[config.mk]
export PLATFORM = sky130hd
export DESIGN_NAME = rx_bit_timer
export DESIGN_NICKNAME = d
export VERILOG_FILES = /design/src/rtl/rx_timer_pkg.sv /design/src/rtl/rx_cycle_counter.sv /design/src/rtl/rx_bit_timer.sv
export SDC_FILE = /design/constraint.sdc
export NUM_CORES = 1
export LEC_CHECK = 0
export CAP_MARGIN = 5
export CORE_ASPECT_RATIO = 0.9
export CORE_MARGIN = 2
export CORE_UTILIZATION = 44
export DETAILED_ROUTE_END_ITERATION = 6
export SETUP_SLACK_MARGIN = 0.4
export SLEW_MARGIN = 20
export SYNTH_ARGS = -nofsm -noshare
export SYNTH_HDL_FRONTEND = slang
export SYNTH_SLANG_ARGS = --single-unit
export TNS_END_PERCENT = 5
[constraint.sdc]
create_clock -name clk -period 3.55 [get_ports clk]
set_input_delay 0.71 -clock clk [delete_from_list [all_inputs] [get_ports clk]]
set_output_delay 0.71 -clock clk [all_outputs]
set_load 0.01 [all_outputs]
[src/rtl/rx_timer_pkg.sv]
// Shared definitions for the receive bit timer slice.
//
// Contents:
//   rx_state_t      - timer FSM states (IDLE, HALF, BIT, DONE)
//   MIN_BIT_PERIOD  - smallest bit period the timer will run with
package rx_timer_pkg;

  typedef enum logic [1:0] {
    IDLE = 2'd0,
    HALF = 2'd1,
    BIT  = 2'd2,
    DONE = 2'd3
  } rx_state_t;

  localparam int MIN_BIT_PERIOD = 2;

endpackage : rx_timer_pkg

[src/rtl/rx_cycle_counter.sv]
// Cycle counter used by the receive bit timer to measure time inside a bit.
//
// Ports:
//   clk      - clock, rising edge
//   n_rst    - synchronous active-low reset (count -> 0)
//   clear    - synchronous clear to 0
//   load_one - synchronous load of 1 (start of a new timed interval)
//   inc      - advance the count by one
//   target   - value the count is compared against
//   match    - high while count equals target
//
// Priority of the controls is reset > clear > load_one > inc.
module rx_cycle_counter #(
  parameter int WIDTH = 4
) (
  input  logic             clk,
  input  logic             n_rst,
  input  logic             clear,
  input  logic             load_one,
  input  logic             inc,
  input  logic [WIDTH-1:0] target,
  output logic             match
);

  logic [WIDTH-1:0] count;

  // The interval always restarts at 1 rather than 0, so that a target of N
  // matches on exactly the Nth cycle after the reload edge.
  always_ff @(posedge clk) begin
    if (!n_rst) begin
      count <= '0;
    end else if (clear) begin
      count <= '0;
    end else if (load_one) begin
      count <= WIDTH'(1);
    end else if (inc) begin
      count <= count + WIDTH'(1);
    end
  end

  assign match = (count == target);

endmodule : rx_cycle_counter

[src/rtl/rx_bit_timer.sv]
// Receive bit timer: after a start-bit detection pulse, produces a
// sample/shift strobe at the centre of every bit of a frame, followed by a
// one-cycle end-of-frame pulse.
//
// Ports:
//   clk          - clock, all state updates on the rising edge
//   n_rst        - synchronous active-low reset, overrides everything
//   start        - start-bit detected pulse, arms a frame when idle
//   abort        - cancel the frame in progress, back to idle
//   bit_period   - clocks per bit (values below 2 run as 2)
//   frame_bits   - bits per frame including start/stop (0 runs as 1)
//   shift_strobe - one-cycle pulse at each bit centre
//   frame_done   - one-cycle pulse in the cycle after the last strobe
//   busy         - high while a frame is in progress
//   frame_count  - (only with RX_BIT_TIMER_STATS_EN) saturating count of
//                  completed frames
//
// Optional feature macro: RX_BIT_TIMER_STATS_EN adds the frame_count output.
import rx_timer_pkg::*;

module rx_bit_timer #(
  parameter int NUM_CNT_BITS = 4,
  parameter int BIT_CNT_BITS = 4
) (
  input  logic                    clk,
  input  logic                    n_rst,
  input  logic                    start,
  input  logic                    abort,
  input  logic [NUM_CNT_BITS-1:0] bit_period,
  input  logic [BIT_CNT_BITS-1:0] frame_bits,
  output logic                    shift_strobe,
  output logic                    frame_done,
  output logic                    busy
`ifdef RX_BIT_TIMER_STATS_EN
  ,
  output logic [7:0]              frame_count
`endif
);

  rx_state_t state;
  rx_state_t next_state;

  logic [NUM_CNT_BITS-1:0] period_q;
  logic [NUM_CNT_BITS-1:0] period_in;
  logic [NUM_CNT_BITS-1:0] half_period;
  logic [NUM_CNT_BITS-1:0] cnt_target;
  logic [BIT_CNT_BITS-1:0] bits_q;
  logic [BIT_CNT_BITS-1:0] bits_in;
  logic [BIT_CNT_BITS-1:0] bit_cnt;
  logic [BIT_CNT_BITS-1:0] bit_cnt_d;

  logic latch_en;
  logic cnt_clear;
  logic cnt_load;
  logic cnt_inc;
  logic cnt_match;
  logic strobe_d;
  logic done_d;
  logic busy_d;

  // Clamp the frame configuration before it is latched, so the running
  // frame never sees an illegal period or an empty frame.
  assign period_in = (bit_period < NUM_CNT_BITS'(MIN_BIT_PERIOD)) ?
                     NUM_CNT_BITS'(MIN_BIT_PERIOD) : bit_period;
  assign bits_in   = (frame_bits == '0) ? BIT_CNT_BITS'(1) : frame_bits;

  // Half a bit to reach the centre of the start bit; never less than one.
  assign half_period = ((period_q >> 1) == '0) ? NUM_CNT_BITS'(1) :
                       (period_q >> 1);

  // The counter compares against the half period only while hunting for the
  // centre of the start bit, and against the full period afterwards.
  assign cnt_target = (state == HALF) ? half_period : period_q;

  rx_cycle_counter #(
    .WIDTH (NUM_CNT_BITS)
  ) u_cycle_counter (
    .clk      (clk),
    .n_rst    (n_rst),
    .clear    (cnt_clear),
    .load_one (cnt_load),
    .inc      (cnt_inc),
    .target   (cnt_target),
    .match    (cnt_match)
  );

  // State register, frame configuration latch, bit counter and the
  // registered outputs. Everything visible outside is a flop so the
  // strobes are glitch-free and line up exactly with the counted edges.
  always_ff @(posedge clk) begin
    if (!n_rst) begin
      state        <= IDLE;
      period_q     <= '0;
      bits_q       <= '0;
      bit_cnt      <= '0;
      shift_strobe <= 1'b0;
      frame_done   <= 1'b0;
      busy         <= 1'b0;
    end else begin
      state        <= next_state;
      bit_cnt      <= bit_cnt_d;
      shift_strobe <= strobe_d;
      frame_done   <= done_d;
      busy         <= busy_d;
      if (latch_en) begin
        period_q <= period_in;
        bits_q   <= bits_in;
      end
    end
  end

  // Next-state and next-output logic. Abort is decoded ahead of the state
  // case so it beats both a simultaneous start and a terminal count, and it
  // suppresses any pulse that would otherwise have been produced.
  always_comb begin
    next_state = state;
    bit_cnt_d  = bit_cnt;
    latch_en   = 1'b0;
    cnt_clear  = 1'b0;
    cnt_load   = 1'b0;
    cnt_inc    = 1'b0;
    strobe_d   = 1'b0;
    done_d     = 1'b0;

    if (abort) begin
      next_state = IDLE;
      bit_cnt_d  = '0;
      cnt_clear  = 1'b1;
    end else begin
      unique case (state)
        IDLE: begin
          if (start) begin
            latch_en   = 1'b1;
            cnt_load   = 1'b1;
            bit_cnt_d  = '0;
            next_state = HALF;
          end
        end
        HALF: begin
          if (cnt_match) begin
            strobe_d   = 1'b1;
            bit_cnt_d  = BIT_CNT_BITS'(1);
            cnt_load   = 1'b1;
            next_state = (bits_q == BIT_CNT_BITS'(1)) ? DONE : BIT;
          end else begin
            cnt_inc = 1'b1;
          end
        end
        BIT: begin
          if (cnt_match) begin
            strobe_d  = 1'b1;
            bit_cnt_d = bit_cnt + BIT_CNT_BITS'(1);
            cnt_load  = 1'b1;
            if ((bit_cnt + BIT_CNT_BITS'(1)) == bits_q) begin
              next_state = DONE;
            end
          end else begin
            cnt_inc = 1'b1;
          end
        end
        DONE: begin
          done_d     = 1'b1;
          cnt_clear  = 1'b1;
          bit_cnt_d  = '0;
          next_state = IDLE;
        end
        default: begin
          next_state = IDLE;
        end
      endcase
    end

    // busy follows the state being entered, so it already reads 0 in the
    // cycle frame_done is high.
    busy_d = (next_state != IDLE);
  end

`ifdef RX_BIT_TIMER_STATS_EN
  // Completed-frame counter. It advances together with frame_done, so an
  // aborted frame (which never pulses frame_done) is never counted.
  always_ff @(posedge clk) begin
    if (!n_rst) begin
      frame_count <= 8'd0;
    end else if (done_d && (frame_count != 8'hFF)) begin
      frame_count <= frame_count + 8'd1;
    end
  end
`endif

endmodule : rx_bit_timer

* After elaboration in Yosys (flattened, before gate mapping)
Index checks and enable logic that the tools add are counted.
** Operators by class
- Add/sub/neg operators :: 2
- Multiply operators :: 0
- Divide/modulo/power cells :: 0
- $lt $le $gt $ge :: 1
- Equal/unequal tests :: 9
- Shift operators :: 0
- Muxes and demuxes :: 28
- Bitwise gates (word level) :: 2
- Reduce and logical (&&, ||, !) cells :: 11
** Operators by type and width (number)
- $mux W4 :: 6
- $pmux W4 S4 :: 1
- $mux W1 :: 13
- $mux W2 :: 5
- $add A4 B1 Y4 const B :: 2
- $eq A4 B4 Y1 :: 2
- $logic_not A4 Y1 :: 2
- $pmux W2 S4 :: 1
- $ne A2 B2 Y1 const B :: 3
- $reduce_or A2 Y1 :: 3
- $reduce_or A3 Y1 :: 2
- $eq A2 B2 Y1 const B :: 2
- $eq A4 B1 Y1 const B :: 1
- $lt A4 B2 Y1 const B :: 1
- $reduce_bool A2 Y1 :: 2
- $mux W3 :: 1
- $reduce_and A3 Y1 :: 1
- $eq A2 B1 Y1 const B :: 1
- $logic_not A2 Y1 :: 1
- $not A1 Y1 :: 2
- $pmux W1 S2 :: 1
** Storage, ports and cells
- Register bits :: 21
- Latch bits :: 0
- RAM bits :: 0
- Bits in read-only memories :: 0
- Input port bits :: 12
- Logic and storage cells :: 62
- Memories :: 0

* Depth between registers and ports, before layout
Gate-level depths: netlist of run 1.
- Depth in word-level cells :: 9
- Gate-level depth with buffers :: 9
- Mapped depth without buffers :: 7

* By module
A second synthesis of run 1 with hierarchy kept.
** Unflattened totals
- Cell total of the unflattened synthesis :: 140
- Area, all modules :: 1217.4 um^2
** By module, submodules not included
- rx_bit_timer :: times used 1, cells each 117, area each 983.4 um^2, seq. area each 340.3 um^2
- rx_cycle_counter :: times used 1, cells each 23, area each 234.0 um^2, seq. area each 80.1 um^2

* Least setup slack after synthesis of run 1
No wires, ideal clock.
- Path kind :: reg2reg
- From :: register state[1]
- To :: register bit_cnt[2]
- Library setup time :: 122 ps
- Data arrival time :: 1952 ps
- Required time :: 3428 ps
- Setup slack :: 1477 ps
- Cell stages (with the launch flop) :: 9
- Period minus slack after synthesis :: 2073 ps
- Path through :: dfxtp_1 inv_1 ha_1 or4b_1 nand4_1 and3_1 buf_6 a311oi_4 a221o_1
** On the way
- Cells in the longest elaborated chain, start to end :: 5
- Elaborated cells on any way between the ends :: 11
** Ends and longest elaborated chain
- start: declaration :: RTL line rx_bit_timer.sv:40 : rx_state_t state;
- start signal: assignment :: RTL line rx_bit_timer.sv:100 : state <= next_state;
- $eq A2 B1 Y1 :: RTL line rx_bit_timer.sv:73, rx_bit_timer.sv:130
- $mux W4 :: RTL line rx_bit_timer.sv:73 : assign cnt_target = (state == HALF) ? half_period : period_q;
- $eq A4 B4 Y1 :: RTL line rx_cycle_counter.sv:41 : assign match = (count == target);
- $ne A2 B2 Y1 (no source line)
- $reduce_and A3 Y1 (no source line)
- end signal: assignment :: RTL line rx_bit_timer.sv:101 : bit_cnt <= bit_cnt_d;
- end: declaration :: RTL line rx_bit_timer.sv:49 : logic [BIT_CNT_BITS-1:0] bit_cnt;
Several ways; a longest one is shown, not always the timed one.
A chain may end at the register's enable or synchronous reset.

* Worst setup path after layout of run 1
Ends and elaborated chain as after synthesis.

==> results of run 1 <==
-- cells by family (layout without fill, tap and decap cells) --
| logic type | count (synthesis) | after routing | synth area share, % |
|---|---|---|---|
| multiplexers | 3 | 3 | 2.16 |
| adder cells (fa/ha/maj) | 7 | 7 | 6.29 |
| AND/OR/NAND/NOR | 80 | 80 | 30.2 |
| XOR/XNOR | 7 | 7 | 4.40 |
| flip-flops | 21 | 21 | 30.2 |
| buffers and inverters | 10 | 23 | 3.32 |
| AO/OA/AOI/OAI | 40 | 40 | 23.5 |
-- per-stage QoR --
step	power, uW	hold WS [ns]	cells	utilization [%]
2_1_floorplan	334	0.455	168	-
3_3_place_gp	364	0.472	219	51.2
3_5_place_dp	366	0.479	219	51.2
4_1_cts	482	0.495	223	52.1
5_1_grt	508	0.528	223	52.1
6_report	483	0.492	223	52.1
-- layer usage --
layer | vias to the layer above | part of all wire (%) | global-route usage (%) | routed length, microns
met5 | - | 0 | 0 | 0
met4 | 0 | 1.4 | 6.52 | 43
met3 | 5 | 4.8 | 3.16 | 143
met2 | 32 | 44 | 29.6 | 1340
met1 | 577 | 49 | 24.7 | 1490
li1 | 650 | - | - | -
-- synthesized netlist by cell type, types with 2 or more instances --
library cell	n
clkbuf_1	2
ha_1	7
nand3b_1	3
a21oi_1	5
a211o_1	2
dfxtp_1	21
nand2b_1	6
mux2i_1	3
o21ai_0	3
nor2b_1	3
o21bai_1	2
a31oi_1	3
and3_1	2
nor3_1	14
nand2_1	20
inv_1	5
a211oi_1	3
nor4_1	3
a21boi_0	6
nand3_1	4
nand4_1	2
o21ba_2	2
nor2_1	12
a311o_2	2
nand4b_1	2
or2_2	2
xnor2_1	5
nor3b_1	2
xor2_1	2
-- critical path: stages, from the launching register on --
cell,delay [ns]
dfxtp_1,0.42
inv_1,0.10
ha_1,0.35
or4b_1,0.51
nand4_1,0.14
and3_1,0.41
a311oi_4,0.16
a221o_1,0.38
-- sequential cells by signal, indices dropped and copies added (netlist names) --
register	cells
frame_done	1
bits_q	4
bit_cnt	4
shift_strobe	1
u_cycle_counter.count	4
state	2
period_q	4
busy	1
-- power by group through the flow --
stage	sequential, uW	clock (uW)	combinational, uW
floorplan	254	0	79.4
global placement	257	0	107
detailed placement	257	0	109
CTS	252	121	109
global route	253	134	120
finish	252	122	109
-- layout make-up --
class                           count  area, sq um  area share, %
Timing Repair Buffer               14          140           8.85
Inverter                            5         18.8           1.18
Tap cell                           42         52.6           3.32
Clock buffer                        4         26.3           1.66
Multi-Input combinational cell    137          926           58.5
Sequential cell                    21          420           26.5
-- path summary, 6_finish.rpt --
kind,startpoint,end,slack [ns]
setup / recovery,state[1],bit_cnt[2],0.97
hold / removal,period_q[0],period_q[0],0.49
setup reg to reg,state[1],bit_cnt[2],0.97
hold reg to reg,period_q[0],period_q[0],0.49
==> insert_results.sql, run 1 <==
INSERT INTO impl_metrics (metric_group, metric, value, unit) VALUES
('synth', 'synth_area_leader_cell', 'dfxtp_1', ''),
('synth', 'sequential_element_share_of_the_synthesized_area', '30.2', '%'),
('routing', 'firstDrtPassIters', '4', ''),
('power', 'static-leakage-power', '0.000561', 'uW'),
('cts', 'cts_setup_buffers', '0', ''),
('final_layout', 'drive_above_1_share', '7.18', '%'),
('synth', 'synthesis.instances', '168', ''),
('power', 'power.switching_fraction', '31.0', '%'),
('global_route', 'wire_length_of_the_first_global_routing_pass', '5230', 'microns'),
('synth', 'post_synthesis_cell_area', '1390', 'sq um'),
('sta', 'worst_slew_margin_rel', '69.3', '%'),
('setup_path', 'crit_path_start_kind', 'flop', ''),
('power', 'share_comb_of_total_power', '22.5', '%'),
('cts', 'cts_made_buffers', '3', ''),
('cts', 'cts_hold_buf', '0', ''),
('global_route', 'grt_start_max_net_pins', '15', ''),
('synth', 'synth_top_area_share', '30.2', '%'),
('routing', 'drt-total-wl', '3010', 'microns'),
('setup_path', 'type_of_destination_of_the_critical_path', 'flop', ''),
('final_layout', 'layout_commonest_cell', 'dfxtp_1', ''),
('setup_path', 'worst-endpoint-required', '3.76', 'ns'),
('cts', 'cts_max_level', '1', ''),
('global_route', 'grt_pass1_vias', '1127', ''),
('sta', 'setup_viol', '0', ''),
('sta', 'timing.clock.skew', '0.00230', 'ns'),
('final_layout', 'final_nets', '201', ''),
('power', 'share_clk_of_total_power', '25.3', '%'),
('die', 'dieWidth', '63.3', 'microns'),
('routing', 'drc', '0', ''),
('cts', 'cts-resized-gates', '0', ''),
('place', 'placed_area', '1560', 'sq um'),
('sta', 'fin_crit', '2.58', 'ns'),
('setup_path', 'critPathArrivalTime', '2.79', 'ns'),
('final_layout', 'area.growth.synth_to_final', '13.7', '%'),
('final_layout', 'antenna_cells_inserted', '0', ''),
('sta', 'max_freq', '0.388', 'GHz'),
('synth', 'synth_cell_type_count', '49', ''),
('power', 'seq_power_share', '52.2', '%'),
('die', 'rows', '19', ''),
('sta', 'grt_setup_unrepaired', 'false', ''),
('power', 'switching_power_total', '150', 'uW'),
('die', 'design.core.area', '3040', 'sq um'),
('synth', 'yosys_warnings', '0', ''),
('power', 'p_per_area', '305', 'nW/um^2'),
('sta', 'timing.final.crit_share', '72.7', '%'),
('setup_path', 'critPathKind', 'reg2reg', ''),
('sta', 'slew_viol_final', '0', ''),
('synth', 'syn_nets', '187', ''),
('synth', 'synth.avg_cell_area', '8.29', 'sq um'),
('run_status', 'outcome', 'completed', ''),
('routing', 'detail_route.vias_per_cell', '5.67', ''),
('routing', 'route.detailed.wl_per_inst', '13.5', 'microns'),
('final_layout', 'fillers', '321', ''),
('sta', 'worst_pin_slew', '0.460', 'ns'),
('flow_run', 'maxCapViolations', '0', ''),
('min_path', 'worst_hold_path_type', 'reg2reg', ''),
('cts', 'clockBufferDepth', '2', ''),
('sta', 'setup_slack', '0.969', 'ns'),
('setup_path', 'worst-r2r-cell-count', '7', ''),
('cts', 'path_clk_slew', '0.12', 'ns'),
('final_layout', 'most-common-layout-cells', 'dfxtp_1 (21), nand2_1 (20), nor3_1 (14), clkdlybuf4s50_1 (14), nor2_1 (12)', ''),
('sta', 'hold_violations', '0', ''),
('setup_path', 'critical_path_peak_fanout', '14', ''),
('place', 'dp_worst_setup_slack', '0.904', 'ns'),
('die', 'fp.dieH', '57.4', 'microns'),
('power', 'power.internal', '333', 'uW'),
('place', 'dp_hpwl', '2380', 'microns'),
('sta', 'tns', '0', 'ns'),
('synth', 'ys_dominant_reg_cell', 'dfxtp_1', ''),
('cts', 'cts-root-buf', 'clkbuf_4', ''),
('global_route', 'grtUsageTotal', '18.3', '%');
(Power assumes the default switching activity.)
==> inputs of run 2 (changes only) <==
==> constraint.sdc (replaced) <==
create_clock -name clk -period 2.5 [get_ports clk]
set_input_delay 0.5 -clock clk [delete_from_list [all_inputs] [get_ports clk]]
set_output_delay 0.5 -clock clk [all_outputs]
set_load 0.01 [all_outputs]
==> insert_results.sql, run 2 (synthesis results as in run 1) <==
INSERT INTO impl_metrics (metric_group, metric, value, unit) VALUES
('run_status', 'outcome', 'completed', ''),
('setup_path', 'critical_path.most_common_cell', 'buf_4', ''),
('power', 'ir_worst_vdd', '196', 'uV'),
('routing', 'drc', '0', ''),
('die', 'floorplan.initialDensity', '45.8', '%'),
('place', 'gpl.final_weighted_congestion', '0.872', ''),
('routing', 'ant_nets', '0', ''),
('die', 'io_pins', '15', ''),
('routing', 'drt-total-wl', '3300', 'microns'),
('cts', 'cts_hold_buf', '0', ''),
('global_route', 'number_of_antenna_violations_at_the_first_check_in_global_routing', '0', ''),
('sta', 'whs', '0.497', 'ns'),
('setup_path', 'critical_path_peak_fanout', '8', ''),
('place', 'dp_hpwl', '2430', 'microns'),
('setup_path', 'critPathKind', 'reg2reg', ''),
('sta', 'setup_viol', '0', ''),
('global_route', 'wire_length_of_the_first_global_routing_pass', '5560', 'microns'),
('final_layout', 'stdcell_count', '232', ''),
('final_layout', 'drive_above_1_share', '18.4', '%'),
('global_route', 'grt_start_max_net_pins', '12', ''),
('cts', 'path_clk_slew', '0.12', 'ns'),
('global_route', 'grt_pass1_vias', '1290', ''),
('power', 'static-leakage-power', '0.000617', 'uW'),
('die', 'die-area', '3630', 'sq um'),
('setup_path', 'type_of_destination_of_the_critical_path', 'flop', ''),
('routing', 'route.detailed.wl_per_inst', '14.2', 'microns'),
('routing', 'drt_iter0_markers', '66', ''),
('place', 'dp.cells', '226', ''),
('sta', 'timing.clock.skew', '0.00185', 'ns'),
('power', 'p_per_area', '418', 'nW/um^2'),
('cts', 'number_of_sinks_on_the_clock_net', '21', ''),
('die', 'rows', '19', ''),
('sta', 'fin_crit', '2.00', 'ns'),
('global_route', 'grt.overflow.total', '0', ''),
('routing', 'firstDrtPassIters', '4', ''),
('flow_run', 'maxCapViolations', '0', ''),
('final_layout', 'fin_util', '56.5', '%'),
('sta', 'hold_violations', '0', ''),
('cts', 'cts-root-buf', 'clkbuf_4', ''),
('setup_path', 'crit_path_start_kind', 'flop', ''),
('cts', 'clockBufferDepth', '2', ''),
('setup_path', 'worst-endpoint-required', '2.75', 'ns'),
('setup_path', 'critical_path_cell_list', 'inv_2 > ha_4 > buf_4 > nor2_1 > a211o_1 > and3_4 > buf_4 > a311o_2 > nor3_1', ''),
('routing', 'detail_route.vias_per_cell', '5.63', ''),
('global_route', 'grtUsageTotal', '19.1', '%'),
('final_layout', 'final_nets', '210', ''),
('cts', 'cts_made_buffers', '3', ''),
('final_layout', 'area.growth.synth_to_final', '23.4', '%'),
('setup_path', 'crit_slowest_cell', 'dfxtp_4', ''),
('routing', 'detailroute.via_count', '1305', ''),
('sta', 'worst_slew_margin_rel', '69.2', '%'),
('setup_path', 'critPathArrivalTime', '2.25', 'ns'),
('min_path', 'worst_hold_path_type', 'reg2reg', ''),
('sta', 'grt_setup_unrepaired', 'true', ''),
('place', 'port_buffers', '14', ''),
('final_layout', 'antenna_cells_inserted', '0', ''),
('sta', 'timing.final.crit_share', '79.9', '%'),
('die', 'design.core.area', '3040', 'sq um'),
('sta', 'worst_pin_slew', '0.459', 'ns'),
('cts', 'cts_max_level', '1', ''),
('sta', 'tns', '0', 'ns'),
('sta', 'max_freq', '0.500', 'GHz'),
('setup_path', 'cpPeakStageDelay', '0.38', 'ns'),
('cts', 'tritoncts_clock_tree', 'done', ''),
('die', 'fp.dieH', '57.4', 'microns'),
('die', 'dieWidth', '63.3', 'microns'),
('sta', 'slew_viol_final', '0', ''),
('final_layout', 'most-common-layout-cells', 'nand2_1 (19), dfxtp_1 (19), clkdlybuf4s50_1 (14), nor3_1 (13), nor2_1 (12)', ''),
('cts', 'insertion_delay', '0.31', 'ns');
## run 2: changes by cell type in the layout (fill, tap and decap cells not counted), moves of 2 or more
cell / before / now
buf_4: 0 / 9
dfxtp_1: 21 / 19
inv_1: 5 / 3
inv_2: 0 / 2
## run 2: metrics by stage
step	cell area [sq um]	setup WS, ns	total power (uW)
2_1_floorplan	1390	0.427	474
3_3_place_gp	1610	0.249	529
3_5_place_dp	1610	0.201	531
4_1_cts	1660	0.369	708
5_1_grt	1720	0.381	756
6_report	1720	0.501	719
## run 2: power by group
group / switching, uW / leakage, uW / internal, uW / total (uW)
combinational: 103 / 0.000430 / 82.8 / 186
sequential: 12.9 / 0.000172 / 345 / 358
clock: 113 / 0.0000150 / 62.5 / 175
## run 2: final cells by class
type,count,area (sq um)
fillers,313,1330
multi-input cells,137,987
flip-flops and latches,21,425
repair buffers,23,208
well taps,42,52.6
clock buffers,4,26.3
inverters,5,18.8
## run 2: layer usage
metal | part of all wire [%] | global-route usage (%) | wire length, microns
met1 | 47 | 23.8 | 1560
met2 | 49 | 34.0 | 1610
met3 | 2.9 | 2.96 | 95
met4 | 1.2 | 5.90 | 38
met5 | 0 | 0 | 0
## run 2: repair_timing
item / CTS / global route
hold endpoints to repair: 0 / 0
pin swaps: 0 / 3
buffers inserted: 0 / 2
gates cloned: 0 / 0
setup endpoints to repair: 12 / 12
resized for setup: 6 / 12
## run 2: worst max-delay path, delay by kind of cell, from the launching register on
kind	cells	cell delay, ns
flip-flops	1	0.38
AO/OA/AOI/OAI	2	0.63
adder cells (fa/ha/maj)	1	0.17
AND/OR/NAND/NOR	3	0.35
buffers and inverters	3	0.40
## run 2: path summary, 6_finish.rpt
check / from / endpoint / slack [ns] / depth (start not counted)
worst max-delay path: state[1] / u_cycle_counter.count[3] / 0.50 / 9
worst min-delay path: period_q[0] / period_q[0] / 0.50 / 2
worst max register to register: state[1] / u_cycle_counter.count[3] / 0.50 / 9
worst min register to register: period_q[0] / period_q[0] / 0.50 / 2
